--- src/rtl/pipe_pkg.sv ---
// Shared definitions for the 16-bit, 8-register pipeline: opcodes, bubble encoding,
// hazard-controller FSM states and the decoded-instruction record.
package pipe_pkg;

    localparam logic [3:0] OP_NOP  = 4'b0000;
    localparam logic [3:0] OP_RLO  = 4'b0001;
    localparam logic [3:0] OP_RHI  = 4'b0111;
    localparam logic [3:0] OP_ADDI = 4'b1001;
    localparam logic [3:0] OP_LD   = 4'b1010;
    localparam logic [3:0] OP_ST   = 4'b1011;
    localparam logic [3:0] OP_BR   = 4'b1100;

    localparam logic [15:0] NOP = 16'h0000;

    typedef enum logic [1:0] {
        ST_RUN,
        ST_LDSTALL,
        ST_HALT
    } state_t;

    typedef struct packed {
        logic       valid;
        logic       reads_a;
        logic       reads_b;
        logic [2:0] src_a;
        logic [2:0] src_b;
        logic       we;
        logic [2:0] dest;
        logic       is_ld;
        logic       is_br;
        logic [5:0] imm;
    } dec_t;

    function automatic logic is_rtype(input logic [3:0] op);
        return (op >= OP_RLO) && (op <= OP_RHI);
    endfunction

endpackage

--- src/rtl/pipe_hazard_ctrl_if.sv ---
// Bundle between the pipeline datapath (master) and the hazard controller (slave).
interface pipe_hazard_ctrl_if;
    logic [15:0] id_instr;
    logic        ex_src_zero;
    logic        halt_req;
    logic        stall;
    logic        branch_taken;
    logic [5:0]  branch_offset_imm;
    logic        flush_id;
    logic        bubble_ex;
    logic        halted;
    logic [7:0]  stall_cnt;
    logic [7:0]  flush_cnt;

    modport master (
        output id_instr, ex_src_zero, halt_req,
        input  stall, branch_taken, branch_offset_imm, flush_id, bubble_ex,
               halted, stall_cnt, flush_cnt
    );

    modport slave (
        input  id_instr, ex_src_zero, halt_req,
        output stall, branch_taken, branch_offset_imm, flush_id, bubble_ex,
               halted, stall_cnt, flush_cnt
    );
endinterface

--- src/rtl/instr_decode.sv ---
// Combinational decoder: register read/write usage, load/branch flags and immediate.
module instr_decode
    import pipe_pkg::*;
(
    input  logic [15:0] instr,
    output dec_t        dec
);
    logic [3:0] op;
    assign op = instr[15:12];

    always_comb begin
        dec       = '0;
        dec.src_a = instr[8:6];
        dec.src_b = instr[5:3];
        dec.dest  = instr[11:9];
        dec.imm   = instr[5:0];
        if (is_rtype(op)) begin
            dec.valid   = 1'b1;
            dec.reads_a = 1'b1;
            dec.reads_b = 1'b1;
            dec.we      = 1'b1;
        end else begin
            case (op)
                OP_ADDI: begin
                    dec.valid   = 1'b1;
                    dec.reads_a = 1'b1;
                    dec.we      = 1'b1;
                end
                OP_LD: begin
                    dec.valid   = 1'b1;
                    dec.reads_a = 1'b1;
                    dec.we      = 1'b1;
                    dec.is_ld   = 1'b1;
                end
                OP_ST: begin
                    // The store data register sits in the destination field.
                    dec.valid   = 1'b1;
                    dec.reads_a = 1'b1;
                    dec.reads_b = 1'b1;
                    dec.src_b   = instr[11:9];
                end
                OP_BR: begin
                    dec.valid   = 1'b1;
                    dec.reads_a = 1'b1;
                    dec.is_br   = 1'b1;
                end
                default: dec.valid = 1'b0;
            endcase
        end
    end
endmodule

--- src/rtl/pipe_hazard_ctrl.sv ---
// Load-use / taken-branch / debug-halt controller for the 5-stage pipeline.
// Optional perf counters are built when PIPE_HAZARD_CTRL_PERF_EN is defined.
module pipe_hazard_ctrl
    import pipe_pkg::*;
#(
    parameter logic [15:0] NOP = pipe_pkg::NOP
) (
    input  logic                     clk,
    input  logic                     rst,
    pipe_hazard_ctrl_if.slave        bus
);
    dec_t       id_dec;
    state_t     state_reg, state_next;
    logic       ex_valid_reg, ex_we_reg, ex_ld_reg, ex_br_reg;
    logic [2:0] ex_dest_reg;
    logic [5:0] ex_off_reg;
    logic       halted_reg;
    logic       id_valid, hit_a, hit_b, load_use, br_taken;
    logic       stall_c, taken_c, flush_c, bubble_c;
    logic [5:0] off_c;

    instr_decode u_id_decode (
        .instr (bus.id_instr),
        .dec   (id_dec)
    );

    assign id_valid = id_dec.valid && (bus.id_instr != NOP);
    assign hit_a    = id_dec.reads_a && (id_dec.src_a == ex_dest_reg);
    assign hit_b    = id_dec.reads_b && (id_dec.src_b == ex_dest_reg);
    // R0 is hard-wired zero, so a load into it never has to be waited on.
    assign load_use = ex_valid_reg && ex_ld_reg && ex_we_reg && (ex_dest_reg != 3'd0)
                      && id_valid && (hit_a || hit_b);
    assign br_taken = ex_valid_reg && ex_br_reg && bus.ex_src_zero;

    always_comb begin
        state_next = state_reg;
        stall_c    = 1'b0;
        taken_c    = 1'b0;
        flush_c    = 1'b0;
        bubble_c   = 1'b0;
        off_c      = 6'd0;
        case (state_reg)
            ST_RUN: begin
                if (br_taken) begin
                    taken_c  = 1'b1;
                    off_c    = ex_off_reg;
                    flush_c  = 1'b1;
                    bubble_c = 1'b1;
                end else if (load_use) begin
                    stall_c    = 1'b1;
                    bubble_c   = 1'b1;
                    state_next = ST_LDSTALL;
                end else if (bus.halt_req) begin
                    state_next = ST_HALT;
                end
            end
            ST_LDSTALL: begin
                state_next = bus.halt_req ? ST_HALT : ST_RUN;
            end
            ST_HALT: begin
                stall_c  = 1'b1;
                bubble_c = 1'b1;
                if (!bus.halt_req) state_next = ST_RUN;
            end
            default: state_next = ST_RUN;
        endcase
    end

    always_ff @(posedge clk) begin
        if (!rst) begin
            state_reg    <= ST_RUN;
            halted_reg   <= 1'b0;
            ex_valid_reg <= 1'b0;
            ex_we_reg    <= 1'b0;
            ex_ld_reg    <= 1'b0;
            ex_br_reg    <= 1'b0;
            ex_dest_reg  <= 3'd0;
            ex_off_reg   <= 6'd0;
        end else begin
            state_reg  <= state_next;
            halted_reg <= (state_reg == ST_HALT);
            if (!stall_c && !bubble_c) begin
                ex_valid_reg <= id_valid;
                ex_we_reg    <= id_dec.we;
                ex_ld_reg    <= id_dec.is_ld;
                ex_br_reg    <= id_dec.is_br;
                ex_dest_reg  <= id_dec.dest;
                ex_off_reg   <= id_dec.imm;
            end else begin
                ex_valid_reg <= 1'b0;
                ex_we_reg    <= 1'b0;
                ex_ld_reg    <= 1'b0;
                ex_br_reg    <= 1'b0;
                ex_dest_reg  <= 3'd0;
                ex_off_reg   <= 6'd0;
            end
        end
    end

    assign bus.stall             = stall_c;
    assign bus.branch_taken      = taken_c;
    assign bus.branch_offset_imm = off_c;
    assign bus.flush_id          = flush_c;
    assign bus.bubble_ex         = bubble_c;
    assign bus.halted            = halted_reg;

`ifdef PIPE_HAZARD_CTRL_PERF_EN
    logic [7:0] stall_cnt_reg, flush_cnt_reg;

    // Halt stalls are deliberate, so only hazard stalls are counted.
    always_ff @(posedge clk) begin
        if (!rst) begin
            stall_cnt_reg <= 8'd0;
            flush_cnt_reg <= 8'd0;
        end else begin
            if (stall_c && (state_reg != ST_HALT) && (stall_cnt_reg != 8'hFF))
                stall_cnt_reg <= stall_cnt_reg + 8'd1;
            if (taken_c && (flush_cnt_reg != 8'hFF))
                flush_cnt_reg <= flush_cnt_reg + 8'd1;
        end
    end

    assign bus.stall_cnt = stall_cnt_reg;
    assign bus.flush_cnt = flush_cnt_reg;
`else
    assign bus.stall_cnt = 8'h00;
    assign bus.flush_cnt = 8'h00;
`endif

endmodule

--- src/flat_wrapper.sv ---
// flat-port wrapper written by rule: the top's interface ports become plain ports
module pipe_hazard_ctrl_flat import pipe_pkg::*;
#(
    parameter logic [15:0] NOP = pipe_pkg::NOP
)
  (clk, rst, bus_id_instr, bus_ex_src_zero, bus_halt_req, bus_stall, bus_branch_taken, bus_branch_offset_imm, bus_flush_id, bus_bubble_ex, bus_halted, bus_stall_cnt, bus_flush_cnt);
  pipe_hazard_ctrl_if bus_i ();
  input  logic clk;
  input  logic rst;
  input wire logic [$bits(bus_i.id_instr)-1:0] bus_id_instr;
  input wire logic [$bits(bus_i.ex_src_zero)-1:0] bus_ex_src_zero;
  input wire logic [$bits(bus_i.halt_req)-1:0] bus_halt_req;
  output wire logic [$bits(bus_i.stall)-1:0] bus_stall;
  output wire logic [$bits(bus_i.branch_taken)-1:0] bus_branch_taken;
  output wire logic [$bits(bus_i.branch_offset_imm)-1:0] bus_branch_offset_imm;
  output wire logic [$bits(bus_i.flush_id)-1:0] bus_flush_id;
  output wire logic [$bits(bus_i.bubble_ex)-1:0] bus_bubble_ex;
  output wire logic [$bits(bus_i.halted)-1:0] bus_halted;
  output wire logic [$bits(bus_i.stall_cnt)-1:0] bus_stall_cnt;
  output wire logic [$bits(bus_i.flush_cnt)-1:0] bus_flush_cnt;
  assign bus_i.id_instr = bus_id_instr;
  assign bus_i.ex_src_zero = bus_ex_src_zero;
  assign bus_i.halt_req = bus_halt_req;
  assign bus_stall = bus_i.stall;
  assign bus_branch_taken = bus_i.branch_taken;
  assign bus_branch_offset_imm = bus_i.branch_offset_imm;
  assign bus_flush_id = bus_i.flush_id;
  assign bus_bubble_ex = bus_i.bubble_ex;
  assign bus_halted = bus_i.halted;
  assign bus_stall_cnt = bus_i.stall_cnt;
  assign bus_flush_cnt = bus_i.flush_cnt;
  pipe_hazard_ctrl #(.NOP(NOP)) u_core (.clk(clk), .rst(rst), .bus(bus_i));
endmodule
--- config.mk ---
export PLATFORM = sky130hd
export DESIGN_NAME = pipe_hazard_ctrl_flat
export DESIGN_NICKNAME = d
export VERILOG_FILES = /design/src/rtl/pipe_pkg.sv /design/src/rtl/pipe_hazard_ctrl_if.sv /design/src/rtl/instr_decode.sv /design/src/rtl/pipe_hazard_ctrl.sv /design/src/flat_wrapper.sv
export SDC_FILE = /design/constraint.sdc
export NUM_CORES = 1
export LEC_CHECK = 0
export ABC_AREA = 1
export CORE_MARGIN = 10
export CORE_UTILIZATION = 41
export DETAILED_ROUTE_END_ITERATION = 16
export PLACE_DENSITY_LB_ADDON = 0.15
export SLEW_MARGIN = 25
export SYNTH_ARGS = -nofsm -noshare
export SYNTH_HDL_FRONTEND = slang
export SYNTH_SLANG_ARGS = --single-unit
--- constraint.sdc ---
create_clock -name clk -period 1.6 [get_ports clk]
set_input_delay 0.24 -clock clk [delete_from_list [all_inputs] [get_ports clk]]
set_output_delay 0.24 -clock clk [all_outputs]
set_load 0.05 [all_outputs]
## Word level (Yosys, flattened, before mapping)

Index checks and enable logic that the tools add are counted.

| storage, ports and cells | value |
|---|---|
| register bits | 16 |
| word-level logic and storage cells | 70 |

| operators by class | value |
|---|---|
| magnitude comparators | 2 |
| equality and inequality tests | 11 |
| multiplexer cells | 24 |
| bitwise gates (word level) | 2 |
| reduce and logical (&&, ||, !) cells | 23 |

Operator list:

| cell | count |
|---|---|
| == test 4 bit, second input constant | 4 |
| nonzero test 16 bit | 1 |
| logical AND 1 bit | 12 |
| two-way mux 6 bit | 2 |
| two-way mux 1 bit | 11 |
| two-way mux 2 bit | 5 |
| two-way mux 3 bit | 3 |
| == test 3 bit | 2 |
| case mux 2 bit (3 select lines) | 1 |
| >= comparator 4 x 1 -> 1 bit, second input constant | 1 |
| less-or-equal comparator 4 x 3 -> 1 bit, second input constant | 1 |
| != test 2 bit, second input constant | 2 |
| case mux 1 bit (2 select lines) | 2 |
| OR reduction 4 bit | 1 |
| != test 3 x 2 -> 1 bit, second input constant | 1 |
| AND reduction 3 bit | 1 |
| nonzero test 3 bit | 1 |
| OR reduction 3 bit | 1 |
| == test 2 x 1 -> 1 bit, second input constant | 1 |
| == test 2 bit, second input constant | 1 |
| logical NOT 1 bit | 2 |
| logical NOT 2 bit | 1 |
| inverter 1 bit | 2 |
| AND reduction 2 bit | 1 |
| other kinds (2) | 2 |

## Depth between registers and ports, before layout

| logic depth | value |
|---|---|
| depth in word-level cells | 14 |
| mapped depth | 15 |
| depth with buffers taken out | 14 |

## Hierarchy

A second synthesis with hierarchy kept.

| second synthesis, totals | value |
|---|---|
| cell total of the unflattened synthesis | 193 |
| area, all modules | 1,216.2 um^2 |

By module, submodules not included:

| module | times used | cells each | area an instance (um^2) |
|---|---|---|---|
| pipe_hazard_ctrl | 1 | 151 | 983.4 |
| instr_decode | 1 | 42 | 232.7 |

## Worst setup path after synthesis

OpenSTA, ideal clock, no wires.

| timing | value |
|---|---|
| path kind | register to output |
| start point | register u_core.state_reg[1] |
| end point | output port bus_branch_offset_imm[0] |
| data arrival time | 2.187 ns |
| required time | 1.360 ns |
| path slack | -0.827 ns |
| stages on the path, launching flop included | 6 |
| path through | dfxtp_1 nor2_1 inv_1 nor2_1 inv_1 nor2_1 |

| on the way | value |
|---|---|
| cells in the longest elaborated chain, start to end | 2 |

RTL lines:

| element | RTL line | source |
|---|---|---|
| start: declaration | pipe_hazard_ctrl.sv:13 | `state_t state_reg, state_next;` |
| start signal: assignment | pipe_hazard_ctrl.sv:80 | `state_reg <= state_next;` |
| logical NOT 2 bit | pipe_hazard_ctrl.sv:42 | `case (state_reg)` |
| two-way mux 6 bit | pipe_hazard_ctrl.sv:42 |  |
| end: declaration | flat_wrapper.sv:15 | `output wire logic [$bits(bus_i.branch_offset_imm)-1:0] bus_branch_offset_imm;` |

Every way passes these cells.

## Final worst setup path

| timing | value |
|---|---|
| start point | input port bus_id_instr[7] |
| end point | output port bus_stall |

| on the way | value |
|---|---|
| cells in the longest elaborated chain, start to end | 7 |

RTL lines:

| element | RTL line | source |
|---|---|---|
| start: declaration | flat_wrapper.sv:10 | `input wire logic [$bits(bus_i.id_instr)-1:0] bus_id_instr;` |
| nonzero test 16 bit or == test 3 bit (tied branches) | pipe_hazard_ctrl.sv:27, pipe_hazard_ctrl.sv:28 |  |
| logical AND 1 bit (on tied branches) | pipe_hazard_ctrl.sv:27, pipe_hazard_ctrl.sv:28 |  |
| logical AND 1 bit or logical OR 1 bit (tied branches) | pipe_hazard_ctrl.sv:32 | `&& id_valid && (hit_a \|\| hit_b);` |
| logical AND 1 bit * | pipe_hazard_ctrl.sv:32 |  |
| two-way mux 1 bit * | pipe_hazard_ctrl.sv:49 | `end else if (load_use) begin` |
| two-way mux 1 bit * | pipe_hazard_ctrl.sv:44 | `if (br_taken) begin` |
| case mux 1 bit (2 select lines) * | pipe_hazard_ctrl.sv:42 |  |
| end: declaration | flat_wrapper.sv:13 | `output wire logic [$bits(bus_i.stall)-1:0] bus_stall;` |

Mark *: on every way between the ends. The rest lies on a longest branch, timed or not.

==> qor.yml <==
status: "finished with violations"
violations: "negative setup slack"
required_ns: 1.36
cts_tree: "yes"
io_pins: 47
clock-root-buffer: "clkbuf_4"
drc: 0
slowest_delay_ns: 0.42
min_to: "u_core.ex_ld_reg"
antenna_cells: 0
r2r_start: "u_core.ex_dest_reg[1]"
whs_path_depth: 4
hold_start: "bus_id_instr[14]"
grt_overflow_total: 0
holdBufCountCts: 0
p_sw_mw: 0.435
synth_area_um2: 1040
firstDrtPassIters: 4
place_hpwl_um: 2030
critPathCaptureType: "output pin"
syn_inst: 151
ys_warn_count: 0
cts.sinks: 16
finalSetupViolations: 12
die_area_um2: 4950
grt_max_degree: 14
path_max_fanout: 4
maxCapViolations: 0
fp.dieW_um: 70.3
fin_skew_ns: 0.00289
final_area_um2: 1980
ys_types: 20
drive_gt1_share_pct: 59.9
num-nets-final: 244
leakagePower_nw: 0.939
final_antenna_net_count: 0
critical_path.startpoint_type: "input pin"
p_sw_share_pct: 38.3
max-vdd-ir-drop_uv: 576
report.final.slew_viol_count: 0
fmax_ghz: 0.520
path_class: "in2out"
arrival_ns: 1.68
power_frac_comb_pct: 41.9
insertion_delay_ns: 0.30
p_total_mw: 1.14
grt_pass1_vias: 1139
ys_seq_elements: 16
via_count: 1192
slowest_stage: "clkdlybuf4s50_1"
dieHeight_um: 70.3
io_buffer_count: 30
placed_cell_area_um2: 1510
layout_setup_ws_ns: -0.323
power_density_nw_per_um2: 574
period_minus_slack_ns: 1.92
rows: 18
rsz0062_at_grt: "true"
fin_crit_sh_pct: 120
routed_via_density: 4.73
dp_slack_ns: -0.679
seqPwrFrac_pct: 38.6
start_util_pct: 42.3
drt_wl_total_um: 3920
antenna_found_initial: 0
cp_top_family: "buffers and inverters"
largest_reg_flops: 6
yosysSeqAreaShare_pct: 30.8
r2r_cells: 9
hold_class: "in2reg"
synthToLayoutAreaGrowth_pct: 90.7
crit_buf_inv: 2
cts_buffers: 3
avgSynthCellArea_um2: 6.88
reg2reg_to: "u_core.state_reg[0]"
hold_viol_final: 0
drt_iter0_drc: 48
htree_levels: 1
path_cells: "clkdlybuf4s50_1, xnor2_1, nand4_1, nand2_2, nand2_4, o31ai_4, buf_12"
wire_per_inst_um: 15.6
cts_max_path_buffers: 2
clk_pin_slew_ns: 0.09
grt_pass1_wl_um: 5110
track_usage_pct: 12.4
rrSetupSlack_ns: 0
globalplace.congestion: 0.946
core_um2: 2450
power.share.clock_pct: 19.6
intPower_mw: 0.701
-- cell usage after synthesis, drive strengths merged --
| cell | instances | share of area (%) |
|---|---|---|
| nand2 | 31 | 15 |
| nor2 | 31 | 15 |
| inv | 27 | 9.8 |
| buf | 18 | 14 |
| dfxtp | 16 | 31 |
| nand3 | 15 | 7.2 |
| xnor2 | 3 | 2.5 |
| a21oi | 2 | 0.96 |
| a31oi | 2 | 1.2 |
| o31ai | 2 | 1.4 |
| conb | 1 | 0.36 |
| nand4 | 1 | 0.60 |
| nor3 | 1 | 0.48 |
| o21ai | 1 | 0.48 |
-- worst max-delay path by stage --
stage | endpoint | startpoint | cells after the start | slack (ns)
final | bus_stall | bus_id_instr[7] | 7 | -0.32
after floorplan | bus_stall | bus_id_instr[14] | 9 | -0.05
after detailed placement | bus_stall | bus_id_instr[15] | 12 | -0.68
after global placement | bus_stall | bus_id_instr[15] | 12 | -0.61
after CTS | bus_stall | bus_id_instr[7] | 7 | -0.28
after global routing | bus_bubble_ex | bus_id_instr[14] | 15 | -0.37
-- repair_timing --
action / CTS / global route
cloned: 0 / 1
pin swaps: 19 / 17
gates resized for setup: 65 / 33
endpoints found under the setup margin: 25 / 24
setup buffers: 25 / 5
-- layer usage --
metal	wire length, um	global-route usage, %
met4	164	5.04
met1	1480	11.8
met5	0	0
met3	208	4.38
met2	2070	23.1
-- cell families (layout without fill, tap and decap cells) --
| family | after synthesis | in the layout | share of synthesized area, % |
|---|---|---|---|
| AO/OA/AOI/OAI | 7 | 7 | 4.10 |
| XOR/XNOR | 3 | 3 | 2.53 |
| buffers and inverters | 45 | 100 | 24.0 |
| flip-flops | 16 | 16 | 30.8 |
| other | 1 | 16 | 0.361 |
| AND/OR/NAND/NOR | 79 | 80 | 38.2 |
-- power by group through the flow --
stage	Sequential [mW]	Clock [mW]	Combinational (mW)
global placement	0.441	0	0.329
floorplan	0.444	0	0.253
detailed placement	0.442	0	0.332
CTS	0.435	0.217	0.396
finish	0.438	0.222	0.476
global route	0.439	0.232	0.502
-- through the flow --
| step | cells | utilization (%) | TNS, ns | hold slack [ns] |
|---|---|---|---|---|
| finish | 252 | 80.7 | -1.22 | 0.254 |
| global route | 252 | 80.7 | -2.15 | 0.250 |
| CTS | 247 | 73.7 | -1.01 | 0.231 |
| detailed placement | 219 | 61.5 | -10.08 | 0.586 |
| global placement | 219 | 61.5 | -9.08 | 0.580 |
| floorplan | 166 | - | -0.0525 | 0.367 |
-- layout by cell type, fill, tap and decap left out, types with 11 or more instances in the layout --
master / netlist / final
buf_12: 1 / 11
buf_4: 17 / 35
conb_1: 1 / 16
dfxtp_1: 16 / 11
inv_1: 26 / 15
nand2_1: 25 / 13
nand2_2: 2 / 11
nor2_2: 8 / 15
-- cell type report --
class | instances | area [um2]
Clock buffer | 3 | 22.5
Fill cell | 151 | 474
Inverter | 27 | 118
Multi-Input combinational cell | 106 | 753
Sequential cell | 16 | 327
Tap cell | 30 | 37.5
Timing Repair Buffer | 70 | 723
-- tightest hold or removal path: stages --
cell,delay (ns)
buf_8,0.08
nor2_4,0.05
nand3_1,0.09
nor2_2,0.06
Note: power is estimated with default switching activity, not from simulation.
